[src/rtl/fetch_irq_pkg.sv]
// Shared opcodes, FSM encoding and jump-builder for the interrupt-aware fetch sequencer.
package fetch_irq_pkg;

    // Opcodes are held at 64 bits and truncated by the user to INST_W (INST_W <= 64).
    localparam logic [63:0] OP_NOP  = 64'hFFFF_FFFF_FFFF_FFFF;
    localparam logic [63:0] OP_HALT = 64'hFFFF_FFFF_FFFF_FFFE;
    localparam logic [63:0] OP_RETI = 64'hFFFF_FFFF_FFFF_FFFD;
    localparam logic [5:0]  OP_UCB  = 6'b000110;

    typedef enum logic [1:0] {
        NORM = 2'd0,
        INT  = 2'd1,
        HALT = 2'd2
    } state_e;

    function automatic logic [63:0] build_jump(input logic [63:0] target,
                                               input int          pc_w,
                                               input int          inst_w);
        logic [63:0] pc_mask;
        pc_mask = (64'd1 << pc_w) - 64'd1;
        return ({58'd0, OP_UCB} << (inst_w - 6)) | (target & pc_mask);
    endfunction

endpackage

[src/rtl/irq_save_stack.sv]
// LIFO of {pc, id} return frames for nested interrupt service.
module irq_save_stack #(
    parameter int PC_W  = 10,
    parameter int ID_W  = 2,
    parameter int DEPTH = 2
) (
    input  logic                          clk,
    input  logic                          rst,
    input  logic                          push,
    input  logic                          pop,
    input  logic [PC_W+ID_W-1:0]          din,
    output logic [PC_W+ID_W-1:0]          dout,
    output logic [$clog2(DEPTH+1)-1:0]    level
);

    localparam int LVL_W = $clog2(DEPTH + 1);

    logic [PC_W+ID_W-1:0] mem_q [DEPTH];
    logic [LVL_W-1:0]     level_q;

    // NOTE: the frame storage is reset as well, so a stale frame can never leak out after reset.
    always_ff @(posedge clk or posedge rst) begin
        if (rst) begin
            level_q <= '0;
            for (int i = 0; i < DEPTH; i++) begin
                mem_q[i] <= '0;
            end
        end else if (push && level_q < LVL_W'(DEPTH)) begin
            for (int i = 0; i < DEPTH; i++) begin
                if (level_q == LVL_W'(i)) begin
                    mem_q[i] <= din;
                end
            end
            level_q <= level_q + LVL_W'(1);
        end else if (pop && level_q != '0) begin
            level_q <= level_q - LVL_W'(1);
        end
    end

    always_comb begin
        dout = '0;
        for (int i = 0; i < DEPTH; i++) begin
            if (level_q == LVL_W'(i + 1)) begin
                dout = mem_q[i];
            end
        end
    end

    assign level = level_q;

endmodule

[src/rtl/fetch_irq_seq.sv]
// Instruction-fetch sequencer: selects the instruction issued to decode and inserts
// jumps for prioritised, maskable, nestable interrupts, RETI and wake-from-halt.
module fetch_irq_seq
    import fetch_irq_pkg::*;
#(
    parameter int PC_W       = 10,
    parameter int INST_W     = 32,
    parameter int NUM_IRQ    = 4,
    parameter int NEST_DEPTH = 2,
    parameter int HALT_WAKE  = 1
) (
    input  logic                                        clk,
    input  logic                                        rst,
    input  logic [NUM_IRQ-1:0]                          irq_req,
    input  logic [NUM_IRQ*PC_W-1:0]                     irq_vec,
    input  logic [NUM_IRQ-1:0]                          irq_mask,
    input  logic [PC_W-1:0]                             pc_from_ex,
    input  logic [INST_W-1:0]                           inst_from_iram,
    output logic [INST_W-1:0]                           current_inst,
    output logic [NUM_IRQ-1:0]                          irq_ack,
    output logic [((NUM_IRQ > 1) ? $clog2(NUM_IRQ) : 1)-1:0] active_id,
    output logic [$clog2(NEST_DEPTH+1)-1:0]             nest_level,
    output logic                                        available_for_int,
    output logic                                        halted
);

    localparam int ID_W  = (NUM_IRQ > 1) ? $clog2(NUM_IRQ) : 1;
    localparam int LVL_W = $clog2(NEST_DEPTH + 1);

    localparam logic [INST_W-1:0] NOP_I  = INST_W'(OP_NOP);
    localparam logic [INST_W-1:0] HALT_I = INST_W'(OP_HALT);
    localparam logic [INST_W-1:0] RETI_I = INST_W'(OP_RETI);

    state_e               state_q, state_d;
    logic [NUM_IRQ-1:0]   pending_q, pending_d;
    logic [NUM_IRQ-1:0]   ack_q, ack_d;
    logic                 settle_q, settle_d;
    logic [PC_W-1:0]      halt_pc_q, halt_pc_d;
    logic [ID_W-1:0]      active_q, active_d;

    logic [ID_W-1:0]      cand_id;
    logic                 cand_valid;
    logic [PC_W-1:0]      vec_sel, push_pc, pop_pc;
    logic [ID_W-1:0]      pop_id;
    logic [PC_W+ID_W-1:0] stack_dout;
    logic                 take, reti, is_halt, is_reti;
    logic                 depth_ok, prio_ok, norm_avail, wake_avail;

    function automatic logic [INST_W-1:0] jump_to(input logic [PC_W-1:0] t);
        return INST_W'(build_jump(64'(t), PC_W, INST_W));
    endfunction

    // Lowest index wins, so scan downwards and let the last hit stand.
    always_comb begin
        cand_valid = 1'b0;
        cand_id    = '0;
        for (int i = NUM_IRQ - 1; i >= 0; i--) begin
            if (pending_q[i] && !irq_mask[i]) begin
                cand_valid = 1'b1;
                cand_id    = ID_W'(i);
            end
        end
    end

    assign vec_sel = irq_vec[cand_id*PC_W +: PC_W];
    assign pop_pc  = stack_dout[ID_W +: PC_W];
    assign pop_id  = stack_dout[ID_W-1:0];
    assign is_halt = (inst_from_iram == HALT_I);
    assign is_reti = (inst_from_iram == RETI_I);

    assign depth_ok   = (nest_level < LVL_W'(NEST_DEPTH));
    assign prio_ok    = (state_q == NORM) || (cand_id < active_q);
    assign norm_avail = !settle_q && !is_halt && !is_reti && depth_ok && prio_ok;
    assign wake_avail = (HALT_WAKE != 0) && !settle_q && depth_ok;
    assign available_for_int = (state_q == HALT) ? wake_avail : norm_avail;

    // NOTE: every output of this block gets a default first, so no path can infer a latch.
    always_comb begin
        current_inst = inst_from_iram;
        state_d      = state_q;
        halt_pc_d    = halt_pc_q;
        push_pc      = pc_from_ex;
        take         = 1'b0;
        reti         = 1'b0;
        unique case (state_q)
            NORM, INT: begin
                if (is_halt) begin
                    current_inst = NOP_I;
                    state_d      = HALT;
                    halt_pc_d    = pc_from_ex + PC_W'(1);
                end else if (is_reti) begin
                    current_inst = NOP_I;
                    if (state_q == INT) begin
                        reti         = 1'b1;
                        current_inst = jump_to(pop_pc);
                        state_d      = (nest_level == LVL_W'(1)) ? NORM : INT;
                    end
                end else if (cand_valid && norm_avail) begin
                    take         = 1'b1;
                    current_inst = jump_to(vec_sel);
                    state_d      = INT;
                end
            end
            HALT: begin
                current_inst = NOP_I;
                if (cand_valid && wake_avail) begin
                    take         = 1'b1;
                    push_pc      = halt_pc_q;
                    current_inst = jump_to(vec_sel);
                    state_d      = INT;
                end
            end
            default: state_d = NORM;
        endcase
    end

    // A fresh request on the ack edge re-arms the pending bit.
    assign ack_d     = take ? (NUM_IRQ'(1) << cand_id) : '0;
    assign pending_d = (pending_q & ~ack_d) | irq_req;
    assign settle_d  = take | reti;
    assign active_d  = take ? cand_id : (reti ? pop_id : active_q);

    // NOTE: state registers use non-blocking assignment so all of them update together on the edge.
    always_ff @(posedge clk or posedge rst) begin
        if (rst) begin
            state_q   <= NORM;
            pending_q <= '0;
            ack_q     <= '0;
            settle_q  <= 1'b0;
            halt_pc_q <= '0;
            active_q  <= '0;
        end else begin
            state_q   <= state_d;
            pending_q <= pending_d;
            ack_q     <= ack_d;
            settle_q  <= settle_d;
            halt_pc_q <= halt_pc_d;
            active_q  <= active_d;
        end
    end

    irq_save_stack #(
        .PC_W  (PC_W),
        .ID_W  (ID_W),
        .DEPTH (NEST_DEPTH)
    ) u_stack (
        .clk   (clk),
        .rst   (rst),
        .push  (take),
        .pop   (reti),
        .din   ({push_pc, active_q}),
        .dout  (stack_dout),
        .level (nest_level)
    );

    assign irq_ack   = ack_q;
    assign active_id = active_q;
    assign halted    = (state_q == HALT);

endmodule
[config.mk]
export PLATFORM = sky130hd
export DESIGN_NAME = fetch_irq_seq
export DESIGN_NICKNAME = d
export VERILOG_FILES = /design/src/rtl/fetch_irq_pkg.sv /design/src/rtl/irq_save_stack.sv /design/src/rtl/fetch_irq_seq.sv
export SDC_FILE = /design/constraint.sdc
export NUM_CORES = 1
export LEC_CHECK = 0
export BUFFER_PORTS_ARGS = -buffer_cell sky130_fd_sc_hd__buf_4
export CORE_MARGIN = 4
export CORE_UTILIZATION = 47
export CTS_CLUSTER_DIAMETER = 40
export DETAILED_ROUTE_END_ITERATION = 8
export PLACE_DENSITY = 0.82
export SYNTH_ARGS = -nofsm -noshare
export SYNTH_HDL_FRONTEND = slang
export SYNTH_SLANG_ARGS = --single-unit
[constraint.sdc]
create_clock -name clk -period 4.1 [get_ports clk]
set_input_delay 0.615 -clock clk [delete_from_list [all_inputs] [get_ports clk]]
set_output_delay 0.615 -clock clk [all_outputs]
set_load 0.05 [all_outputs]
==> flow_summary_export.csv, run 1 <==
group,metric,value,unit
status,status,"complete, no violations",
drt,drt_iter0_markers,112,
drt,vias,3396,
synth,ys_seq_area_share,34.84,%
timing,tightest_slew,1.013,ns
setup_path,r2r_cells,10,
clocking,cts_buffer_depth,2,
cells_and_area,antenna_cells,0,
drt,firstDrtPassIters,4,
worst_hold_path,hold_depth,2,
synth,ys_ff_latch,49,
setup_path,worst_ep_arrival_time,3.13,ns
setup_path,end_kind,"output port",
power,p_leak,2.303,nW
setup_path,path_depth,11,
timing,clock_skew,0.01218,ns
timing,hold_viol,0,
timing,clock.fmax,0.2671,GHz
synth,synth_cell_types,62,
setup_path,rr_startpoint,"pending_q[2]$_DFF_PP0_",
synth,synthArstFlopShare,100.0,%
timing,fin_crit,3.743,ns
setup_path,cp_max_fo,8,
timing,hold_ws,0.4847,ns
clocking,cts_hold_buf,0,
die,ios,134,
grt,grt_pass1_vias,3296,
setup_path,r2r_end,"u_stack.mem_q[1]$_DFFE_PP0P_",
setup_path,crit_slowest_cell,"a21oi_1",
die,coreArea,7253,um2
synth,synth_nets,466,
timing,rsz0062_at_grt,"false",
die,row_count,31,
die,fp.dieW,94.54,um
clocking,cts-root-buf,"clkbuf_8",
setup_path,r2r_slack,0.97,ns
setup_path,slowest_delay,0.54,ns
placement,place.gp.congestion,0.9129,
clocking,htreeDepth,2,
clocking,clock-sinks,49,
synth,synth-edff-count,0,
grt,overflow,0,
grt,met1_usage,27.91,%
setup_path,crit_family,"compound AO/OA/AOI/OAI gates",
cells_and_area,final_common_cell,"buf_4",
setup_path,start_kind,"flip-flop",
setup_path,cp.required,3.48,ns
synth,ys.warnings.count,0,
synth,syn-cell-area,3520,um2
clocking,path_clk_slew,0.10,ns
synth,netlist_instances,369,
clocking,cts_buffers,5,
timing,finalSetupTns,0,ns
worst_hold_path,hp-class,"input pin to flip-flop",
placement,dp_hpwl,7979,um
worst_hold_path,whs_endpoint,"pending_q[1]$_DFF_PP0_",
timing,fin_crit_sh,91.30,%
placement,io_buffer_count,133,
cells_and_area,final_nets,594,
timing,maxSlewViolCount,0,
setup_path,criticalPathCategory,"flip-flop to output port",
power,irDropWorstVdd,255.9,uV
grt,grt_max_degree,50,
power,powerDensity,428.5,nW/um2
cells_and_area,drive_above_1_share,40.56,%
setup_path,path_cells,"and2b_1, o211ai_2, inv_2, ha_1, nand2b_1, o22ai_1, o21ai_1, a21oi_1, a221oi_1, nand2_1, buf_4",
die,die_y,94.54,um
grt,met3_usage,3.347,%
die,initial_core_util,48.53,%
grt,grt.busiest_layer,"met2",
synth,avgSynthCellArea,9.538,um2
run,cap_violations,0,
timing,slew_headroom,32.39,%
grt,grt_pass1_wl,15610,um
die,die_area,8937,um2
clocking,cts_setup_buffers,0,
grt,antenna_found_initial,0,
worst_hold_path,min_from,"irq_req[1]",
drt,routed_wl,10020,um
drt,routedWlPerCell,16.79,um
drt,ant_nets,0,
drt,avgViaCountPerCell,5.688,
clocking,clk_latency,0.30,ns
clocking,ctsResizeCount,0,
cells_and_area,fillCellCount,601,
grt,use_met2,38.65,%
setup_path,path_buf_inv,2,
drt,drc_errors,0,
grt,track_usage,22.01,%
timing,finalSetupViolCount,0,
synth,ys.flop_type,"dfrtp_1",
clocking,cts_tree,"built",
cells_and_area,syn_to_final_growth,33.74,%
cells_and_area,final_cell_mix,"buf_4 (139), nand2_1 (55), dfrtp_1 (49), mux2_2 (30), o21ai_0 (29)",
==> sequential cells by signal (all words and copies together) (netlist names) <==
register / count
active_id: 2
halt_pc_q: 10
irq_ack: 4
pending_q: 4
settle_q: 1
state_q: 2
u_stack.level: 2
u_stack.mem_q: 24
==> Yosys cell counts (2+ instances only) <==
cell type	count	area [um2]
nand2_1	55	206.5
dfrtp_1	49	1226
mux2_2	30	337.8
o21ai_0	29	145.1
a21o_1	25	187.7
nor2_1	14	52.55
inv_1	12	45.04
nand4_1	11	68.82
o211ai_1	11	82.58
nand3_1	9	45.04
a221oi_1	8	70.07
mux4_2	8	180.2
nand2b_1	8	50.05
clkbuf_1	7	26.28
a21oi_1	5	25.02
buf_2	5	25.02
buf_4	5	37.54
ha_1	5	62.56
mux2_1	5	56.30
xnor2_1	5	43.79
xor2_1	5	43.79
a31oi_1	4	25.02
nor3_1	4	20.02
and3_1	3	18.77
mux2i_1	3	30.03
o21ai_1	3	15.01
a31o_1	2	17.52
nor2b_2	2	17.52
nor4_2	2	25.02
o21bai_1	2	15.01
o31ai_1	2	15.01
==> cell type report <==
class	count	area, um2	share of cell area [%]
clock buffers	6	82.58	1.754
multi-input cells	288	2141	45.48
clock inverters	2	37.54	0.7974
well taps	99	123.9	2.632
flip-flops and latches	49	1226	26.05
repair buffers	139	1044	22.17
inverters	14	52.55	1.116
==> per-layer routing <==
| layer | wire [um] | vias to the layer above |
|---|---|---|
| met2 | 5172 | 107 |
| met4 | 138 | 0 |
| met3 | 619 | 10 |
| met1 | 4092 | 1658 |
| met5 | 0 | - |
| li1 | - | 1621 |
==> stage by stage <==
stage	setup WS [ns]	total power [mW]	area [um2]	util [%]	std cells
floorplan	0.04443	1.358	3520	-	369
global placement	0.5368	1.638	4587	63.24	589
detailed placement	0.4506	1.663	4587	63.24	589
CTS	0.4132	2.024	4707	64.90	597
global route	0.1177	2.135	4707	64.90	597
finish	0.3566	2.017	4707	64.90	597
==> cells by family after synthesis <==
family | Yosys count | synth area share [%]
adders and majority gates | 5 | 1.777
muxes | 46 | 17.17
AOI/OAI and AO/OA | 107 | 21.97
and+or+nand+nor | 120 | 17.42
xor gates and xnor gates | 10 | 2.488
DFF | 49 | 34.84
buffers and inverters | 32 | 4.337
==> power by group <==
group	leakage [nW]	internal [mW]	switching [mW]
clock	0.0574	0.198	0.160
combinational	1.60	0.378	0.604
sequential	0.642	0.594	0.0820
==> worst max path at each step <==
stage	end	slack, ns	from
after global placement	current_inst[2]	0.54	irq_mask[2]
final	current_inst[2]	0.36	pending_q[2]$_DFF_PP0_
after CTS	current_inst[3]	0.41	pending_q[2]$_DFF_PP0_
after floorplan	current_inst[1]	0.04	irq_mask[2]
after detailed placement	current_inst[3]	0.45	irq_mask[2]
after global routing	current_inst[6]	0.12	pending_q[2]$_DFF_PP0_
No activity file was read; power rests on OpenSTA's default activity.
==> run 2, diff against run 1 <==
Settings changed: CORE_UTILIZATION 47 to 50, PLACE_DENSITY 0.82 to 0.86, SLEW_MARGIN from default to 20.
==> flow_summary_export.csv, run 2 (synthesis gave the netlist of run 1 again) <==
group,metric,value,unit
setup_path,cp_max_fo,8,
power,p_seq_share,34.4,%
cells_and_area,fin_cells,594,
drt,firstDrtPassIters,4,
timing,tightest_slew,0.8337,ns
placement,dp_hpwl,8296,um
clocking,cts_tree,"built",
power,power_frac_clock,15.6,%
clocking,cts_buffer_depth,2,
die,row_count,30,
grt,overflow,0,
cells_and_area,drive_above_1_share,40.56,%
setup_path,r2r_end,"u_stack.mem_q[13]$_DFFE_PP0P_",
setup_path,r2r_cells,10,
drt,routed_wl,10230,um
status,status,"complete, no violations",
clocking,clk_latency,0.31,ns
die,coreArea,6832,um2
cells_and_area,multiInputGateArea,2141,um2
power,p_leak,2.296,nW
clocking,path_clk_slew,0.10,ns
setup_path,cp.required,3.48,ns
grt,grt_pass1_vias,3444,
timing,clock.fmax,0.2661,GHz
die,initial_core_util,51.52,%
power,p_switching,0.8778,mW
cells_and_area,final_cell_mix,"buf_4 (139), nand2_1 (55), dfrtp_1 (49), mux2_2 (30), o21ai_0 (29)",
die,ios,134,
clocking,cts_hold_buf,0,
setup_path,end_kind,"output port",
cells_and_area,largest_register_ffs,24,
cells_and_area,final_common_cell,"buf_4",
timing,hold_viol,0,
timing,rsz0062_at_grt,"false",
power,sw_frac_of_total,44.33,%
die,die_y,91.90,um
cells_and_area,top_register,"u_stack.mem_q",
cells_and_area,syn_to_final_growth,33.03,%
die,die_area,8446,um2
timing,fin_crit_sh,91.65,%
setup_path,start_kind,"flip-flop",
power,p_int,1.102,mW
timing,finalSetupViolCount,0,
grt,antenna_found_initial,0,
placement,io_buffer_count,133,
placement,place.gp.congestion,0.9318,
drt,ant_nets,0,
cells_and_area,antenna_cells,0,
grt,grt_max_degree,50,
clocking,cts-root-buf,"clkbuf_8",
setup_path,criticalPathCategory,"flip-flop to output port",
grt,grt_pass1_wl,16820,um
power,irDropWorstVdd,212.3,uV
clocking,htreeDepth,2,
timing,fin_crit,3.758,ns
drt,routedWlPerCell,17.22,um
grt,track_usage,24.46,%
setup_path,critPathLaunch,"pending_q[2]$_DFF_PP0_",
worst_hold_path,hp-class,"input pin to async pin",
cells_and_area,top_regs,"u_stack.mem_q: 24 flops, halt_pc_q: 10 flops",
cells_and_area,final_nets,594,
drt,drc_errors,0,
timing,finalSetupTns,0,ns
timing,maxSlewViolCount,0,
setup_path,rr_startpoint,"pending_q[2]$_DFF_PP0_",
setup_path,r2r_slack,0.97,ns
die,fp.dieW,91.90,um
power,power_frac_comb,50.0,%
cells_and_area,fillCellCount,527,
drt,avgViaCountPerCell,5.859,
timing,clock_skew,0.01469,ns
placement,place_inst,586,
drt,vias,3480,
setup_path,worst_ep_arrival_time,3.14,ns
drt,drt_iter0_markers,183,
run,cap_violations,0,
cells_and_area,ff_latch_area,1226,um2
power,powerDensity,422.9,nW/um2
clocking,cts_buffers,5,
clocking,ctsResizeCount,0,
clocking,clock-sinks,49,
clocking,cts_setup_buffers,0,
timing,slew_headroom,44.36,%
## run 2: changes by cell type in the layout (fill, tap and decap cells not counted), sizes merged
cell	change
bufinv	-1
inv	+2
clkinvlp	-1
clkinv	+1
clkbuf	-1
## run 2: worst max path at each step
stage	to	cells past startpoint
final	current_inst[4]	11
after global routing	current_inst[2]	11
after CTS	current_inst[4]	11
after detailed placement	current_inst[4]	12
after global placement	current_inst[9]	12
after floorplan	current_inst[1]	11
## run 2: area by class of cell
type	instances	area share, %
Multi-Input combinational cell	288	45.72
Sequential cell	49	26.19
Timing Repair Buffer	139	22.29
Tap cell	96	2.565
Clock inverter	3	0.6146
Clock buffer	5	1.470
Inverter	14	1.149
## run 2: power groups by stage
| stage | Sequential [mW] | Clock [mW] | Combinational, mW |
|---|---|---|---|
| 2_1_floorplan | 0.714 | 0 | 0.645 |
| 3_3_place_gp | 0.677 | 0 | 0.958 |
| 3_5_place_dp | 0.689 | 0 | 0.987 |
| 4_1_cts | 0.679 | 0.318 | 0.990 |
| 5_1_grt | 0.696 | 0.334 | 1.06 |
| 6_report | 0.681 | 0.310 | 0.989 |
## run 2: routing by layer
layer  GRT usage [%]  routed length (um)  up-vias
li1                -                   -     1629
met1           30.72                4102     1704
met4           8.168                 187        0
met3           4.020                 642       17
met2           42.70                5298      130
met5               0                   0        -
## run 2: stage by stage
step	hold slack, ns	worst slack [ns]	total power, mW	area (um2)	utilization [%]
floorplan	0.4444	0.04443	1.358	3520	-
global placement	0.4553	0.5645	1.635	4583	67.09
detailed placement	0.4657	0.4007	1.677	4583	67.09
CTS	0.4798	0.3762	1.987	4681	68.52
global route	0.4804	0.1170	2.088	4682	68.53
finish	0.4442	0.3423	1.980	4682	68.53
## run 2: critical path, cell delays in order, from the launching register on
cell and delay, ns:
dfrtp_1 0.41, and2b_1 0.24, o211ai_2 0.34, inv_2 0.07
ha_1 0.20, nand2b_1 0.16, o22ai_1 0.20, o21ai_1 0.14
a21oi_1 0.55, a221oi_1 0.20, nand2_1 0.12, buf_4 0.19
==> run 3, diff against run 2 <==
Settings changed: CORE_UTILIZATION 50 to 51, CTS_BUF_LIST from default to sky130_fd_sc_hd__clkbuf_8, PLACE_DENSITY 0.86 to 0.88, TNS_END_PERCENT from default to 50.
==> flow_summary_export.csv, run 3 (synthesis gave the netlist of run 1 again) <==
group,metric,value,unit
setup_path,cp.required,3.48,ns
grt,grt_pass1_wl,16910,um
grt,grt_pass1_vias,3491,
clocking,htreeDepth,2,
power,power_frac_clock,19.4,%
power,irDropWorstVdd,292.2,uV
drt,avgViaCountPerCell,5.933,
drt,drt_iter0_markers,173,
timing,fin_crit_sh,91.25,%
cells_and_area,drive_above_1_share,40.56,%
drt,wl_met2,5662,um
clocking,cts_tree,"built",
clocking,cts_buffers,5,
timing,finalSetupTns,0,ns
drt,vias,3429,
grt,overflow,0,
cells_and_area,syn_to_final_growth,33.49,%
placement,dp_hpwl,8417,um
timing,clock_skew,0.004063,ns
placement,io_buffer_count,133,
clocking,cts_hold_buf,0,
cells_and_area,final_nets,594,
drt,ant_nets,0,
power,sw_frac_of_total,41.52,%
drt,routedWlPerCell,18.45,um
timing,clock.fmax,0.2673,GHz
power,p_int,1.215,mW
cells_and_area,top_regs,"u_stack.mem_q: 24 flops, halt_pc_q: 10 flops",
power,power_frac_comb,47.7,%
timing,hold_ws,0.4550,ns
grt,grt_max_degree,50,
run,cap_violations,0,
timing,hold_viol,0,
clocking,cts-root-buf,"clkbuf_8",
die,coreArea,6756,um2
clocking,clock-sinks,49,
clocking,cts_setup_buffers,0,
clocking,ctsResizeCount,0,
setup_path,end_kind,"output port",
drt,wl_met1,4201,um
worst_hold_path,hp-class,"input pin to async pin",
status,status,"complete, no violations",
drt,routed_wl,10670,um
timing,fin_crit,3.741,ns
drt,dr_wl_met3,639,um
timing,slew_headroom,44.59,%
setup_path,cp_max_fo,8,
timing,maxSlewViolCount,0,
timing,finalSetupViolCount,0,
timing,tightest_slew,0.8302,ns
drt,firstDrtPassIters,5,
die,row_count,30,
setup_path,crit_slowest_cell,"a21oi_1",
setup_path,slowest_delay,0.52,ns
grt,antenna_found_initial,0,
setup_path,r2r_end,"u_stack.mem_q[0]$_DFFE_PP0P_",
die,fp.dieW,91.08,um
cells_and_area,final_cell_mix,"buf_4 (139), nand2_1 (55), dfrtp_1 (49), mux2_2 (30), o21ai_0 (29)",
power,p_leak,2.313,nW
setup_path,path_cells,"and2b_1, o211ai_2, inv_2, ha_1, nand2b_1, a211oi_2, o21ai_1, a21oi_1, a221oi_1, nand2_1, buf_4",
die,die_y,91.08,um
placement,place.gp.congestion,0.9260,
die,ios,134,
clocking,clk_latency,0.30,ns
die,initial_core_util,52.09,%
cells_and_area,antenna_cells,0,
drt,top_layer,"met4",
die,die_area,8295,um2
setup_path,worst_ep_arrival_time,3.13,ns
setup_path,criticalPathCategory,"flip-flop to output port",
setup_path,rr_startpoint,"pending_q[2]$_DFF_PP0_",
power,powerDensity,442.1,nW/um2
grt,track_usage,25.11,%
power,p_seq_share,32.9,%
setup_path,r2r_cells,10,
cells_and_area,largest_register_ffs,24,
drt,drc_errors,0,
clocking,cts_buffer_depth,2,
clocking,path_clk_slew,0.09,ns
timing,rsz0062_at_grt,"false",
setup_path,r2r_slack,0.87,ns
cells_and_area,top_register,"u_stack.mem_q",
power,p_switching,0.8624,mW
cells_and_area,final_common_cell,"buf_4",
setup_path,start_kind,"flip-flop",
-- run 3: changes by cell type in the layout (fill, tap and decap cells not counted) --
cell       before  now
bufinv_16       0    2
clkinv_2        1    2
inv_6           2    0
inv_8           1    0
-- run 3: cell type report --
class / instances / area [um2]
clock buffers: 5 / 68.82
well taps: 80 / 100.1
fillers: 534 / 2058
multi-input cells: 288 / 2141
clock inverters: 3 / 65.06
inverters: 14 / 53.80
repair buffers: 139 / 1044
flip-flops and latches: 49 / 1226
-- run 3: critical path: cells and delay by family, from the launching register on --
kind	cells	cell delay [ns]
and+or+nand+nor	3	0.52
DFF	1	0.41
buffers and inverters	2	0.26
AOI/OAI and AO/OA	5	1.43
adders and majority gates	1	0.20
-- run 3: stage by stage --
stage	cell area (um2)	std cells	power [mW]	setup slack, ns	utilization (%)
after floorplan	3520	369	1.358	0.04443	-
after global placement	4563	570	1.638	0.5671	67.54
after detailed placement	4563	570	1.668	0.4087	67.54
after CTS	4697	578	2.074	0.3890	69.52
after global routing	4698	578	2.176	0.1245	69.54
final	4698	578	2.077	0.3589	69.54
-- run 3: power groups by stage --
stage	sequential (mW)	clock, mW	combinational [mW]
3_3_place_gp	0.677	0	0.961
4_1_cts	0.679	0.408	0.988
5_1_grt	0.695	0.430	1.05
6_report	0.683	0.403	0.990
3_5_place_dp	0.687	0	0.981
2_1_floorplan	0.714	0	0.645
-- run 3: worst max path at each step --
stage | depth (start not counted) | slack [ns] | endpoint | startpoint
after floorplan | 11 | 0.04 | current_inst[1] | irq_mask[2]
after global placement | 12 | 0.57 | current_inst[1] | irq_mask[2]
after detailed placement | 12 | 0.41 | current_inst[4] | irq_mask[2]
after CTS | 11 | 0.39 | current_inst[4] | pending_q[2]$_DFF_PP0_
after global routing | 11 | 0.12 | current_inst[4] | pending_q[2]$_DFF_PP0_
final | 11 | 0.36 | current_inst[4] | pending_q[2]$_DFF_PP0_
-- run 3: routing by layer --
metal | global-route usage, % | vias to the layer above
met3 | 4.474 | 17
met4 | 8.040 | 0
met2 | 45.92 | 121
met1 | 29.62 | 1669
met5 | 0 | -
li1 | - | 1622
